File: config.mk
export PLATFORM = sky130hd
export DESIGN_NAME = inst_mem_responder
export DESIGN_NICKNAME = d
export VERILOG_FILES = /design/src/rtl/inst_mem_responder.sv
export SDC_FILE = /design/constraint.sdc
export NUM_CORES = 2
export LEC_CHECK = 0
export CORE_ASPECT_RATIO = 0.5
export CORE_MARGIN = 2
export CORE_UTILIZATION = 28
export DETAILED_ROUTE_END_ITERATION = 8
export PLACE_DENSITY = 0.49
export SYNTH_ARGS = -nofsm -noshare
export SYNTH_HDL_FRONTEND = slang
export SYNTH_SLANG_ARGS = --single-unit
File: constraint.sdc
create_clock -name clk -period 2.9 [get_ports clk]
set_input_delay 0.58 -clock clk [delete_from_list [all_inputs] [get_ports clk]]
set_output_delay 0.58 -clock clk [all_outputs]
set_load 0.05 [all_outputs]
File: src/rtl/inst_mem_responder.sv
// inst_mem_responder
//   Responder end of the mcpu instruction-fetch interface. Holds a DEPTH-word
//   array of 16-bit instructions and answers fetch requests over a req/ack
//   handshake after WAIT_CYCLES wait states. A load port lets a boot loader or
//   bench place a program into the array while the responder is idle.
//
//   Optional feature (macro INST_PREFETCH_EN): a one-entry prefetch buffer
//   holding the word after the last fetched address. A request hitting the
//   buffer skips the wait states.
//
// Ports:
//   clk        system clock, rising edge
//   rst        asynchronous reset, active low
//   if_req     fetch request, held with stable if_addr until if_ack
//   if_addr    fetch word address (PC)
//   if_ack     one-cycle pulse, if_inst/if_err valid
//   if_inst    fetched instruction, holds last value between acks
//   if_err     valid with if_ack, 1 = address out of range
//   load_we    program load write strobe (honoured only when idle)
//   load_addr  program load word address
//   load_data  program load word
//   busy       high while a fetch is in WAIT or RESP
module inst_mem_responder #(
  parameter int          ADDR_W      = 16,
  parameter int          DEPTH       = 256,
  parameter int          WAIT_CYCLES = 2,
  parameter logic [15:0] NOP_INST    = 16'h0000
) (
  input  logic              clk,
  input  logic              rst,
  input  logic              if_req,
  input  logic [ADDR_W-1:0] if_addr,
  output logic              if_ack,
  output logic [15:0]       if_inst,
  output logic              if_err,
  input  logic              load_we,
  input  logic [ADDR_W-1:0] load_addr,
  input  logic [15:0]       load_data,
  output logic              busy
);

  localparam int IDX_W = (DEPTH > 1) ? $clog2(DEPTH) : 1;
  // DEPTH widened by one bit so DEPTH == 2**ADDR_W still compares correctly
  localparam logic [ADDR_W:0] DEPTH_X   = (ADDR_W+1)'(DEPTH);
  localparam logic [3:0]      WAIT_INIT = (WAIT_CYCLES > 0) ? 4'(WAIT_CYCLES - 1) : 4'd0;

  typedef enum logic [1:0] {S_IDLE, S_WAIT, S_RESP} state_t;

  state_t            state;
  logic [3:0]        wait_cnt;
  logic [ADDR_W-1:0] addr_q;
  logic [15:0]       mem [DEPTH];

  logic        load_ok;
  logic        req_take;
  logic        addr_in;
  logic [15:0] rd_word;
  logic [15:0] rsp_word;
  logic        pf_hit;

  assign load_ok  = (state == S_IDLE) && load_we && ({1'b0, load_addr} < DEPTH_X);
  // a load in IDLE wins; the request is picked up on a later cycle
  assign req_take = (state == S_IDLE) && !load_we && if_req;
  assign addr_in  = ({1'b0, addr_q} < DEPTH_X);
  assign rd_word  = mem[addr_q[IDX_W-1:0]];
  assign busy     = (state != S_IDLE);

  // array and latched fetch address carry no reset; contents survive rst
  always_ff @(posedge clk) begin
    if (load_ok)
      mem[load_addr[IDX_W-1:0]] <= load_data;
    if (req_take)
      addr_q <= if_addr;
  end

`ifdef INST_PREFETCH_EN
  logic              pf_vld;
  logic [ADDR_W-1:0] pf_tag;
  logic [15:0]       pf_data;
  logic              hit_q;
  logic [ADDR_W:0]   nx_addr;
  logic              nx_ok;

  assign pf_hit   = pf_vld && (if_addr == pf_tag);
  assign nx_addr  = {1'b0, addr_q} + (ADDR_W+1)'(1);
  assign nx_ok    = addr_in && (nx_addr < DEPTH_X);
  assign rsp_word = hit_q ? pf_data : rd_word;

  always_ff @(posedge clk or negedge rst) begin
    if (!rst) begin
      pf_vld <= 1'b0;
      hit_q  <= 1'b0;
    end else begin
      if (state == S_IDLE && load_we && pf_vld && load_addr == pf_tag)
        pf_vld <= 1'b0;
      if (req_take)
        hit_q <= pf_hit;
      // refill with the sequentially next word on every response
      if (state == S_RESP)
        pf_vld <= nx_ok;
    end
  end

  always_ff @(posedge clk) begin
    if (state == S_RESP && nx_ok) begin
      pf_tag  <= nx_addr[ADDR_W-1:0];
      pf_data <= mem[nx_addr[IDX_W-1:0]];
    end
  end
`else
  assign pf_hit   = 1'b0;
  assign rsp_word = rd_word;
`endif

  // control FSM; if_ack rises on the edge that leaves RESP
  always_ff @(posedge clk or negedge rst) begin
    if (!rst) begin
      state    <= S_IDLE;
      wait_cnt <= 4'd0;
      if_ack   <= 1'b0;
      if_inst  <= 16'h0000;
      if_err   <= 1'b0;
    end else begin
      if_ack <= 1'b0;
      case (state)
        S_IDLE: begin
          if (req_take) begin
            if (pf_hit || WAIT_CYCLES == 0) begin
              state <= S_RESP;
            end else begin
              state    <= S_WAIT;
              wait_cnt <= WAIT_INIT;
            end
          end
        end
        S_WAIT: begin
          if (wait_cnt == 4'd0)
            state <= S_RESP;
          else
            wait_cnt <= wait_cnt - 4'd1;
        end
        S_RESP: begin
          if_ack  <= 1'b1;
          if_inst <= addr_in ? rsp_word : NOP_INST;
          if_err  <= !addr_in;
          state   <= S_IDLE;
        end
        default: state <= S_IDLE;
      endcase
    end
  end

endmodule

Word-level counts from Yosys, hierarchy flattened
Memories as Yosys holds them, arrays and structs flattened. A register that Yosys moved wholly into a read port is not among the register bits.
Index checks and enable logic that the tools add are counted.
{ "classes": {"addsub": 1, "magnitude_cmp": 2, "n_eq_ne": 5, "n_mux": 11, "reduce_logical": 12} }
{ "op_table": {"columns": ["cell", "n"], "rows": [
  ["16-bit by 9-bit less-than comparator with 1-bit output (second input constant)", 2],
  ["16-bit two-way mux", 1],
  ["4-bit two-way mux", 2],
  ["8-bit two-way mux", 1],
  ["4-bit case mux with 2 select lines", 1],
  ["2-bit != test (second input constant)", 3],
  ["1-bit logical AND", 4],
  ["4-bit logical NOT", 1],
  ["2-bit two-way mux", 2],
  ["2-bit case mux with 2 select lines", 1],
  ["2-bit nonzero test", 2],
  ["4-bit by 1-bit subtractor with 4-bit output (second input constant)", 1],
  ["1-bit two-way mux", 3],
  ["3-bit AND reduction", 1],
  ["2-bit by 1-bit equality test with 1-bit output (second input constant)", 1],
  ["2-bit equality test (second input constant)", 1],
  ["1-bit logical NOT", 2],
  ["2-bit logical NOT", 1],
  ["2-bit AND reduction", 1]
]} }
{ "totals": {"reg_bits": 40, "ram_bits": 4096, "out_inout_bits": 19, "wordCells": 38, "mem_count": 1} }
{ "mem_list": {"columns": ["memory", "words", "word_bits", "read_ports", "rd_ports_with_merged_regs", "write_ports", "line", "source"], "rows": [
  ["mem", 256, 16, 1, 1, 1, "52", "logic [15:0] mem [DEPTH];"]
]} }

Depth between registers and ports, before layout
{ "depth": {"ltp_word": 5, "mapped_depth": 13, "ltp_nobuf": 8} }

Worst setup path after synthesis
OpenSTA, ideal clock, no wires.
{ "synth_timing": {"path_kind": "input to register", "start": "input port load_addr[13]", "end": "memory mem[118][0], enable pin", "setup_ps": 388, "arrival_time_ps": 2840, "t_required_ps": 2512, "slack_ps": -329, "path_stages": 7, "path_cell_list": "nor4_1 nand4b_1 or4_1 nor3_1 nand3_1 clkbuf_1 nor2_1"} }
{ "synth_via": {"elab_chain_len": 4} }
{ "synth_lines": {"columns": ["element", "line", "source"], "rows": [
  ["from (decl)", "37", "input logic [ADDR_W-1:0] load_addr,"],
  ["16-bit by 9-bit less-than comparator with 1-bit output", "61", "assign load_ok = (state == S_IDLE) && load_we && ({1'b0, load_addr} < DEPTH_X);"],
  ["1-bit logical AND", "61", null],
  ["1-bit two-way mux", "70", "if (load_ok)"],
  ["1-bit two-way mux (not written as such)", "71", "mem[load_addr[IDX_W-1:0]] <= load_data;"],
  ["to (decl)", "52", null]
]} }
Every way passes these cells.

==> results.py <==
metrics = {
    "floorplanning": {
        "die_h_um": 541,
        "std_cell_rows": 197,
        "core_region_area_um2": 576000,
        "dieWidth_um": 1080,
        "pin_count": 71,
        "die-area_um2": 584000,
        "start_util_pct": 28.1,
    },
    "job": {
        "cap_viol_max_count": 0,
    },
    "sta": {
        "setup_viol": 4110,
        "hold_ws_ps": 62.9,
        "fmax_ghz": 0.281,
        "relSlewSlack_pct": 19.7,
        "layout_min_cycle_time_ps": 3560,
        "postLayoutSetupSlackWorst_ps": -656,
        "worst_slew_pin_slew_ps": 1190,
        "skew_ps": 66.2,
        "slew_violations": 0,
        "fin_crit_sh_pct": 123,
        "hold_viol": 0,
        "rsz0062_at_grt": "true",
    },
    "clock_network": {
        "path_clk_slew_ps": 70,
        "cts_htree_levels": 5,
        "clockBufferDepth": 4,
        "cts_buffers": 402,
        "insertion_delay_ps": 1010,
        "cts_tree": "done",
        "cts_root_buf": "clkbuf_16",
        "clock-sinks": 4144,
    },
    "global_routing": {
        "globalRouteOverflowTotal": 0,
        "antenna_found_initial": 47,
        "grt_pass1_vias": 85500,
        "grtUsageTotal_pct": 17.5,
        "grt_max_degree": 87,
        "grt_pass1_wl_um": 720000,
    },
    "place": {
        "gp_congestion": 0.924,
        "place_area_um2": 185000,
        "numPortBuffers": 70,
        "dp_hpwl_um": 351000,
    },
    "yosys": {
        "yosys.cell_types.count": 92,
        "synth-simple-area-share_pct": 2.75,
        "ys_seq_area_share_pct": 76.8,
        "synth_edf_count": 4112,
        "synth_fa_ha_area_share_pct": 0.0155,
        "synth_mux_area_share_pct": 14.8,
        "synthTopCellsByArea": "edfxtp_1 (76%), mux4_2 (10%), mux2i_1 (3.0%)",
        "yosysTopAreaCellShare_pct": 76.4,
        "yosysMostFrequentCell": "edfxtp_1",
        "ys.flop_type": "edfxtp_1",
        "ys_ff_latch": 4144,
        "syn_nets": 7784,
        "synthArstFlopShare_pct": 0.579,
        "syn_area_per_cell_um2": 20.9,
        "synth_commonest_cells": "edfxtp_1 (4,112), mux4_2 (742), mux2i_1 (477)",
        "synth-xor-area-share_pct": 0.0108,
        "synth.largest_area_cell": "edfxtp_1",
        "synth_compound_area_share_pct": 3.45,
        "synthesis.area_um2": 162000,
        "synth_top_family_by_area": "multiplexers",
        "netlist_instances": 7730,
        "yosysWarnings": 0,
    },
    "route": {
        "dr.pass1.iters": 5,
        "via_count": 87000,
        "drt_wl_total_um": 527000,
        "postRouteAntennaNets": 0,
        "drcViolationCount": 0,
        "drtIter0Drc": 10700,
        "vias_per_cell": 5.02,
        "avgRoutedWirePerCell_um": 30.4,
    },
    "setup_path": {
        "critPathRequiredTime_ps": 3760,
        "arrival_ps": 4410,
        "r2r_cells": 7,
        "worstSetupPathType": "flop to flop",
        "startpoint_type": "flop",
        "cp-end-kind": "flop",
        "rrSetupSlack_ps": -660,
        "slowest_stage": "o31ai_1",
        "critPathMaxStageDelay_ps": 930,
        "path_cells": "buf_4, buf_12, mux4_1, mux4_2, o211a_1, o31ai_1, o21ai_1",
        "cp_max_fo": 12,
        "r2r-end": "if_inst[3]",
    },
    "run_status": {
        "status": "complete, but fails checks",
        "violations": "setup timing",
    },
    "worst_hold_path": {
        "whs_path_depth": 1,
        "hp-start": "load_data[14]",
        "whs_endpoint": "mem[191][14]",
        "hp-class": "input port to flop",
    },
    "power": {
        "power_density_nw_per_um2": 712,
        "p_leak_nw": 65.2,
        "peakVddDrop_v": 0.000516,
        "power.total_mw": 143,
    },
    "finish": {
        "fillers": 53400,
        "layout.nets": 9381,
        "stdcell_area_um2": 201000,
        "synthToLayoutAreaGrowth_pct": 24.5,
        "drive_gt1_share_pct": 34.3,
    },
}
layout make-up:
cell class	instances	area (um2)	area share, %
Sequential cell	4144	124000	61.7
Multi-Input combinational cell	3121	35700	17.7
Timing Repair Buffer	1649	18800	9.32
Clock buffer	485	10500	5.24
Tap cell	7661	9590	4.76
Clock inverter	246	2440	1.21
Inverter	9	51.3	0.0255
Antenna cell	5	12.5	0.00621
registers in the layout, summed over array words and instances (netlist names), named ones only:
register  cells
if_ack        1
wait_cnt      4
addr_q       16
if_inst      16
if_err        1
state         2
mem        4096
cells in the final DEF (no fill, tap or decap), types with 49 or more instances in the layout:
cell type	synthesis	routed
clkdlybuf4s50_1	0	53
nor3_1	74	63
buf_12	16	408
buf_6	41	71
buf_4	41	1050
o221ai_1	137	129
clkinv_2	0	79
o21ai_0	88	79
clkinv_1	2	88
mux2i_1	477	474
clkbuf_16	0	415
nand2_1	263	247
a31oi_1	52	49
a21oi_1	93	84
nor2_2	0	100
o22ai_1	166	159
edfxtp_1	4112	4112
mux4_1	66	57
mux4_2	742	751
nor2_4	0	75
nand3_1	106	98
mux2_2	64	63
nor2_1	360	185
clkbuf_1	149	75
kinds of logic (layout without fill, tap and decap cells):
| group | after synthesis | after routing |
|---|---|---|
| xor gates and xnor gates | 2 | 2 |
| other | 0 | 5 |
| muxes | 1349 | 1349 |
| buffers and inverters | 465 | 2389 |
| and+or+nand+nor | 978 | 978 |
| DFF | 4144 | 4144 |
| adders and majority gates | 2 | 2 |
| AOI/OAI and AO/OA | 790 | 790 |
critical path: cells and delay by family (launching register included):
| family | cells | cell delay [ps] |
|---|---|---|
| AOI/OAI and AO/OA | 3 | 1470 |
| muxes | 2 | 1110 |
| buffers and inverters | 2 | 400 |
| DFF | 1 | 390 |
how the worst max path moves through the flow:
stage                             start     endpoint  slack (ps)  depth (start not counted)
after global routing           state[1]  mem[118][7]        -650                         11
after CTS                      state[1]   mem[74][7]        -650                         12
final                              flop   if_inst[3]        -660                          7
after global placement    load_addr[13]  mem[114][2]       -1940                         12
after detailed placement  load_addr[13]  mem[114][9]       -1790                         12
after floorplan           load_addr[13]   mem[15][0]        -130                          7
metal layers:
metal / global-route usage [%] / part of all wire, % / wire [um] / vias up
li1: - / - / - / 35700
met3: 3.47 / 8.3 / 43600 / 615
met5: 0.286 / 0.066 / 347 / -
met1: 25.1 / 44 / 230000 / 47000
met4: 4.11 / 2.5 / 13200 / 18
met2: 27.3 / 46 / 240000 / 3563
timing repair:
action,in CTS,in global routing
buffers inserted,55,19
pin swaps,20,22
resized for setup,222,160
gates cloned,23,9
endpoints found under the hold margin,144,0
setup endpoints to repair,4129,4129
hold buffers,8,0
report_power, final:
group          switching, mW  internal (mW)
clock network           23.1           29.8
registers              0.148           65.9
logic                   14.2           10.2
total                   37.4            106
through the flow:
stage,utilization [%],setup TNS (ps),setup WS [ps],std cells
floorplan,-,-200930,-133,7730
finish,35.0,-1370190,-656,17300
global placement,32.2,-5652500,-1940,16500
detailed placement,32.2,-5319760,-1790,16500
CTS,34.8,-1464340,-655,17300
global route,35.0,-1735210,-648,17300
Note: power is estimated with default switching activity, not from simulation.
